===== config.mk =====
export PLATFORM = sky130hd
export DESIGN_NAME = chanel_sw_nch_flat
export DESIGN_NICKNAME = d
export VERILOG_FILES = /design/src/rtl/chanel_sw_nch_pkg.sv /design/src/rtl/chanel_sw_nch_if.sv /design/src/rtl/chsw_arb.sv /design/src/rtl/chanel_sw_nch.sv /design/src/flat_wrapper.sv
export SDC_FILE = /design/constraint.sdc
export NUM_CORES = 1
export LEC_CHECK = 0
export CORE_MARGIN = 3
export CORE_UTILIZATION = 34
export CTS_CLUSTER_DIAMETER = 60
export CTS_CLUSTER_SIZE = 40
export DETAILED_ROUTE_END_ITERATION = 16
export GPL_TIMING_DRIVEN = 0
export HOLD_SLACK_MARGIN = 0.03
export MAX_ROUTING_LAYER = met4
export PLACE_DENSITY = 0.84
export RECOVER_POWER = 25
export SYNTH_ARGS = -nofsm -noshare
export SYNTH_HDL_FRONTEND = slang
export SYNTH_SLANG_ARGS = --single-unit

===== constraint.sdc =====
create_clock -name clk -period 3.5 [get_ports clk]
set_input_delay 0.7 -clock clk [delete_from_list [all_inputs] [get_ports clk]]
set_output_delay 0.7 -clock clk [all_outputs]
set_load 0.01 [all_outputs]

===== src/rtl/chanel_sw_nch_pkg.sv =====
// Shared types and helpers for the N-channel switch: output-stage state encoding,
// default geometry and the index-width function.
package chanel_sw_nch_pkg;

    typedef enum logic {
        ST_EMPTY = 1'b0,
        ST_FULL  = 1'b1
    } state_e;

    localparam int DEF_W = 8;
    localparam int DEF_N = 4;

    function automatic int clog2(input int v);
        int r;
        r = 0;
        for (int i = 0; i < 31; i++) begin
            if ((1 << i) < v) r = i + 1;
        end
        return r;
    endfunction

endpackage


===== src/rtl/chanel_sw_nch_if.sv =====
// Valid/ready bundle between the channel sources, the switch and the downstream sink.
interface chanel_sw_nch_if
    import chanel_sw_nch_pkg::*;
#(
    parameter int W = DEF_W,
    parameter int N = DEF_N
);
    localparam int CW = clog2(N);

    logic [N-1:0]   in_valid;
    logic [N*W-1:0] in_data;
    logic [N-1:0]   in_ready;
    logic           out_valid;
    logic [W-1:0]   out_data;
    logic [CW-1:0]  out_chan;
    logic           out_ready;

    modport slave (
        input  in_valid, in_data, out_ready,
        output in_ready, out_valid, out_data, out_chan
    );

    modport master (
        output in_valid, in_data, out_ready,
        input  in_ready, out_valid, out_data, out_chan
    );

endinterface


===== src/rtl/chsw_arb.sv =====
// Channel arbiter: one-hot grant plus index. Round-robin from ptr_i when CHSW_RR_EN
// is defined, otherwise fixed priority with the lowest index winning.
module chsw_arb #(
    parameter int N  = 4,
    parameter int CW = 2
) (
    input  logic [N-1:0]  req_i,
    input  logic [CW-1:0] ptr_i,
    output logic [N-1:0]  gnt_o,
    output logic [CW-1:0] idx_o
);

    logic found;

`ifdef CHSW_RR_EN
    int c;

    always_comb begin
        gnt_o = '0;
        idx_o = '0;
        found = 1'b0;
        c     = 0;
        for (int k = 0; k < N; k++) begin
            c = (int'(ptr_i) + k) % N;
            if (!found && req_i[c[CW-1:0]]) begin
                found              = 1'b1;
                gnt_o[c[CW-1:0]]   = 1'b1;
                idx_o              = c[CW-1:0];
            end
        end
    end
`else
    logic unused_ptr;
    assign unused_ptr = ^ptr_i;

    always_comb begin
        gnt_o = '0;
        idx_o = '0;
        found = 1'b0;
        for (int k = 0; k < N; k++) begin
            if (!found && req_i[k]) begin
                found    = 1'b1;
                gnt_o[k] = 1'b1;
                idx_o    = CW'(k);
            end
        end
    end
`endif

endmodule


===== src/rtl/chanel_sw_nch.sv =====
// N-channel valid/ready switch onto one registered output. Define CHSW_RR_EN for
// round-robin arbitration; the default build uses fixed lowest-index priority.
module chanel_sw_nch
    import chanel_sw_nch_pkg::*;
#(
    parameter int W = DEF_W,
    parameter int N = DEF_N
) (
    input  logic              clk,
    input  logic              rst,
    input  logic              ctrl,
    input  logic [N-1:0]      ch_mask,
    chanel_sw_nch_if.slave    bus
);

    localparam int CW = clog2(N);

    state_e         state_q, state_d;
    logic [W-1:0]   data_q, data_d;
    logic [CW-1:0]  chan_q, chan_d;
    logic [CW-1:0]  arb_ptr;
    logic [N-1:0]   req, gnt;
    logic [CW-1:0]  gnt_idx;
    logic [W-1:0]   sel_data;
    logic           can_load, load, pop;

    assign req      = bus.in_valid & ch_mask;
    assign can_load = ctrl & ((state_q == ST_EMPTY) | bus.out_ready);
    assign load     = can_load & (|req) & ~rst;
    assign pop      = (state_q == ST_FULL) & bus.out_ready;

    chsw_arb #(.N(N), .CW(CW)) u_arb (
        .req_i (req),
        .ptr_i (arb_ptr),
        .gnt_o (gnt),
        .idx_o (gnt_idx)
    );

    assign bus.in_ready = load ? gnt : '0;

`ifdef CHSW_RR_EN
    logic [CW-1:0] ptr_q, ptr_d;

    always_comb begin
        ptr_d = ptr_q;
        if (load) ptr_d = (gnt_idx == CW'(N - 1)) ? '0 : gnt_idx + 1'b1;
    end

    always_ff @(posedge clk) begin
        if (rst) ptr_q <= '0;
        else     ptr_q <= ptr_d;
    end

    assign arb_ptr = ptr_q;
`else
    assign arb_ptr = '0;
`endif

    // One-hot AND-OR mux of the granted channel's data
    always_comb begin
        sel_data = '0;
        for (int i = 0; i < N; i++) begin
            if (gnt[i]) sel_data = sel_data | bus.in_data[i*W +: W];
        end
    end

    always_comb begin
        state_d = state_q;
        data_d  = data_q;
        chan_d  = chan_q;
        if (load) begin
            state_d = ST_FULL;
            data_d  = sel_data;
            chan_d  = gnt_idx;
        end else if (pop) begin
            state_d = ST_EMPTY;
            data_d  = '0;
            chan_d  = '0;
        end
    end

    always_ff @(posedge clk) begin
        if (rst) begin
            state_q <= ST_EMPTY;
            data_q  <= '0;
            chan_q  <= '0;
        end else begin
            state_q <= state_d;
            data_q  <= data_d;
            chan_q  <= chan_d;
        end
    end

    assign bus.out_valid = (state_q == ST_FULL);
    assign bus.out_data  = data_q;
    assign bus.out_chan  = chan_q;

endmodule


===== src/flat_wrapper.sv =====
// flat-port wrapper written by rule: the top's interface ports become plain ports
module chanel_sw_nch_flat import chanel_sw_nch_pkg::*;
#(
    parameter int W = DEF_W,
    parameter int N = DEF_N
)
  (clk, rst, ctrl, ch_mask, bus_in_valid, bus_in_data, bus_out_ready, bus_in_ready, bus_out_valid, bus_out_data, bus_out_chan);
  chanel_sw_nch_if #(.W(W), .N(N)) bus_i ();
  input  logic clk;
  input  logic rst;
  input  logic ctrl;
  input  logic [N-1:0] ch_mask;
  input wire logic [$bits(bus_i.in_valid)-1:0] bus_in_valid;
  input wire logic [$bits(bus_i.in_data)-1:0] bus_in_data;
  input wire logic [$bits(bus_i.out_ready)-1:0] bus_out_ready;
  output wire logic [$bits(bus_i.in_ready)-1:0] bus_in_ready;
  output wire logic [$bits(bus_i.out_valid)-1:0] bus_out_valid;
  output wire logic [$bits(bus_i.out_data)-1:0] bus_out_data;
  output wire logic [$bits(bus_i.out_chan)-1:0] bus_out_chan;
  assign bus_i.in_valid = bus_in_valid;
  assign bus_i.in_data = bus_in_data;
  assign bus_i.out_ready = bus_out_ready;
  assign bus_in_ready = bus_i.in_ready;
  assign bus_out_valid = bus_i.out_valid;
  assign bus_out_data = bus_i.out_data;
  assign bus_out_chan = bus_i.out_chan;
  chanel_sw_nch #(.W(W), .N(N)) u_core (.clk(clk), .rst(rst), .ctrl(ctrl), .ch_mask(ch_mask), .bus(bus_i));
endmodule

=== Word-level counts from Yosys, hierarchy flattened ===
Index checks and enable logic that the tools add are counted.
W data, S select, Z words.

* Bitwise gates (word level): 11
* Reductions and logical operators: 8
* Multiplexer cells: 20

{| class="wikitable"
|+ Operators by type and width
! operator !! number
|-
| $mux W8 || 6
|-
| $or A8 B8 Y8 || 3
|-
| $mux W1 || 9
|-
| $mux W2 || 4
|-
| $and A1 B1 Y1 || 4
|-
| $and A4 B4 Y4 || 1
|-
| $mux W4 || 1
|-
| $reduce_or A4 Y1 || 1
|-
| $logic_and A1 B1 Y1 || 3
|-
| $logic_not A1 Y1 || 3
|-
| $not A1 Y1 || 2
|-
| $reduce_bool A2 Y1 || 1
|-
| $or A1 B1 Y1 || 1
|}

* Output and inout port bits: 15
* Bits in registers: 11
* Logic and storage cells: 42
* Bits of input ports: 44

=== Depth between registers and ports, before layout ===
* Depth after elaboration: 13
* Mapped depth: 5
* Depth with buffers taken out: 4

=== Hierarchy ===
Synthesis repeated with hierarchy kept, for this count alone.

* Cells, all modules: 91
* Area total of the unflattened synthesis: 764.5 sq um

{| class="wikitable"
|+ By module, submodules not included
! module !! instances !! area each (sq um) !! seq. area each (sq um) !! cells each
|-
| chanel_sw_nch || 1 || 700.7 || 220.2 || 82
|-
| chsw_arb || 1 || 63.8 || 0.0 || 9
|}

=== Least setup slack after synthesis ===
OpenSTA, ideal clock, no wires.

* Path kind: input port to output port
* From: input bus_in_valid[2]
* To: output bus_in_ready[3]
* Path buffers: 1
* Required time: 2.800 ns
* Setup slack: 1.259 ns
* Arrival: 1.541 ns
* Stages on the path: 4
* Path through: and2_1 > clkbuf_1 > nand2b_1 > nor3_4

* Longest elaborated chain between the ends: 7
* Elaborated cells between the ends (all ways): 10

{| class="wikitable"
|+ RTL lines
! item !! RTL line !! source
|-
| from (decl) || flat_wrapper.sv:13 || <nowiki>input wire logic [$bits(bus_i.in_valid)-1:0] bus_in_valid;</nowiki>
|-
| $and A4 B4 Y4 (*) || chanel_sw_nch.sv:27 || <nowiki>assign req = bus.in_valid & ch_mask;</nowiki>
|-
| $logic_and A1 B1 Y1 || chsw_arb.sv:41 || <nowiki>if (!found && req_i[k]) begin</nowiki>
|-
| $mux W1 || chsw_arb.sv:41 ||
|-
| $logic_not A1 Y1 || chsw_arb.sv:41 ||
|-
| $logic_and A1 B1 Y1 || chsw_arb.sv:41 ||
|-
| $mux W1 || chsw_arb.sv:41 ||
|-
| $mux W4 (*) || chanel_sw_nch.sv:39 || <nowiki>assign bus.in_ready = load ? gnt : '0;</nowiki>
|-
| to (decl) || flat_wrapper.sv:16 || <nowiki>output wire logic [$bits(bus_i.in_ready)-1:0] bus_in_ready;</nowiki>
|}

Every way passes the cells marked *; elsewhere a longest branch is shown, timed or not.

=== Final worst setup path ===
* From: input bus_in_valid[1]
* To: output bus_in_ready[2]

Same word-level chain as after synthesis.

==> out/summary.txt <==
DR pass1 iterations - 5
Post-Synth Adder-Cell Area - 0
ant diodes - 0
grt ovf - 0
post-CTS sizing - 0
net count after synthesis - 133
Cells after DPL - 172
final setup fails - 0
Worst path top cell family by delay - buffers and inverters
# fillers - 154
Buf/Inv on CP - 3
Initial Util - 0.381
critical path class - input port to output pin
synth unique cells - 24
Cell Rows - 15
Final nets - 197
GP Congestion - 0.735
Hold Vio Cnt, Final - 0
clock tree buffer depth - 2
most frequent cells in the layout - clkdlybuf4s50_1 (52), nand2_1 (16), nand3_1 (16)
Setup Skew - 0.00172 ns
status - complete, no violations
Hold Crit Class - flop to flop
PortBufs - 58
Syn Area/Cell - 7.87 um^2
Wirelength per Cell - 17.0 um
# H-tree levels - 1
first-pass GRT wire length - 4860 um
critical path's slowest cell - clkdlybuf4s50_1
DPL Wire Length - 2300 um
Worst VDD drop - 0.158 mV
crit-path cells - clkdlybuf4s50_1 > a22oi_1 > clkbuf_1 > nand2_1 > nor2_1 > clkdlybuf4s50_1
yosys warns - 0
synthesized cell area - 701 um^2
unrepaired setup endpoints after global routing - no
final design utilization - 0.732
clock sinks - 11
Worst setup EP type - output pin
Synth Area in Compound Gates - 0.314
DR iter-0 viols - 41
vias in the first global route - 999
core area - 0.00184 mm^2
Setup WS post-layout - 0.159 ns
maxcap violations - 0
startpoint types - input port
CP required - 2.80 ns
main combinational cell family by area after synthesis - simple AND/OR/NAND/NOR gates
critical path's largest stage delay - 0.54 ns
Slew headroom - 0.635
multiplexer share of the synthesized area - 0
layout cells sized above 1 - 0.0658
Final Slew Violations - 0
Data arrival, critical path - 2.64 ns
Post-CTS Setup Inserts - 1
number of antenna violations at the first check in global routing - 0
Seq/Total Area, Yosys - 0.314
DP Worst Slack - -0.0253 ns
area post-placement - 0.00131 mm^2
largest fanout on the critical path - 10
Least-Margin Pin Slew - 0.547 ns
leakage power - 0.491 nW
Residual DRC - 0
reg2reg setup slack - 1.92 ns
Die Span Y - 51.4 um
Die Footprint - 0.00264 mm^2
vias per std cell - 5.56
Layout Cells excl Fill - 177
post-layout min period - 3.34 ns
area share of xor/xnor cells in the synthesized design - 0
simple-gate share of the synthesized area - 0.338
Clock Latency Late Sink - 0.27 ns
largest net degree at the start of global routing - 11
final wirelength - 3000 um
total power draw - 0.000351 W
area delta synth->final - 92.1%
Reg clk slew, reported paths - 0.07 ns
most used cell, CP - clkdlybuf4s50_1
most common cell after layout, fill and taps aside - clkdlybuf4s50_1
Tot GR Track Use - 0.248
CTS tree - yes
register bit total from synthesis - 11
CTS Root Buffer Type - clkbuf_4
crit share post-route - 0.954
Die W - 51.4 um
pwr dens - 261 mW/mm^2
via count - 984
# hold bufs at CTS - 0
Antenna Nets Post-Route - 0
Final Cell Area - 0.00135 mm^2
I/O pin total - 59
cell count after synthesis - 89
fmax - 299 MHz
CTS Buf Count - 3
-- sequential cells by signal, summed over array words and instances, names as in the netlist --
signal                count
u_core.bus.out_valid      1
u_core.bus.out_data       8
u_core.bus.out_chan       2
-- layout make-up --
cell class,instances,area [um^2],share of cell area
Inverter,1,3.75,0.00279
Buffer,5,20.0,0.0149
Tap cell,25,31.3,0.0232
Timing Repair Buffer,59,588,0.437
Sequential cell,11,220,0.164
Clock buffer,4,26.3,0.0195
Multi-Input combinational cell,72,457,0.339
-- worst paths after layout --
path / to / cells after the start / from
worst max register to register: u_core.bus.out_data[4] / 6 / u_core.bus.out_valid
worst min-delay path: u_core.bus.out_chan[0] / 2 / u_core.bus.out_chan[0]
worst max-delay path: bus_in_ready[2] / 6 / bus_in_valid[1]
worst min register to register: u_core.bus.out_chan[0] / 2 / u_core.bus.out_chan[0]
-- through the flow --
step | hold WS (ns) | TNS [ns]
2_1_floorplan | 0.476 | 0
3_3_place_gp | 0.454 | 0
6_report | 0.464 | 0
3_5_place_dp | 0.458 | -0.0253
4_1_cts | 0.470 | 0
5_1_grt | 0.489 | 0
-- synthesized netlist by cell type --
cell type,n,area [um^2]
nand2_2,1,6.26
a222oi_1,1,10.0
a221o_1,8,80.1
buf_2,1,5.00
and2_2,1,7.51
nand2_1,16,60.1
a21o_1,2,15.0
a31oi_1,8,50.1
dfxtp_1,11,220
nand3_1,16,80.1
buf_1,1,3.75
inv_1,1,3.75
nor3_4,1,16.3
nor3b_1,1,7.51
a221o_2,1,11.3
nor2_1,4,15.0
and2_1,2,12.5
nand2b_1,4,25.0
a22oi_1,1,7.51
a221oi_4,1,26.3
a211oi_1,2,15.0
nor2b_1,1,6.26
clkbuf_1,3,11.3
a21oi_1,1,5.00
-- worst register-to-register path, cell delays in order, from the launching register on --
cell,delay (ns)
dfxtp_1,0.47
nand2b_1,0.11
nand2b_1,0.08
buf_2,0.20
nor3_4,0.07
buf_4,0.17
a221o_1,0.36
-- cell families (layout without fill, tap and decap cells) --
family / Yosys count / in the layout
AO/OA/AOI/OAI: 25 / 25
buffers and inverters: 6 / 69
flip-flops: 11 / 11
AND/OR/NAND/NOR: 47 / 47
-- report_power, final --
| part | total, W | switching, W | internal (W) |
|---|---|---|---|
| sequential | 0.000138 | 0.00000500 | 0.000133 |
| combinational | 0.000124 | 0.0000504 | 0.0000739 |
| clock | 0.0000892 | 0.0000452 | 0.0000440 |
| total | 0.000351 | 0.000101 | 0.000251 |
-- layer usage --
metal | GRT usage | up-vias | part of all wire
li1 | - | 468 | -
met1 | 0.318 | 458 | 0.44
met2 | 0.405 | 56 | 0.47
met3 | 0.0350 | 2 | 0.089
met4 | 0.0742 | 0 | 0.0077
met5 | - | - | 0
Power figures use the tool's default switching activity.
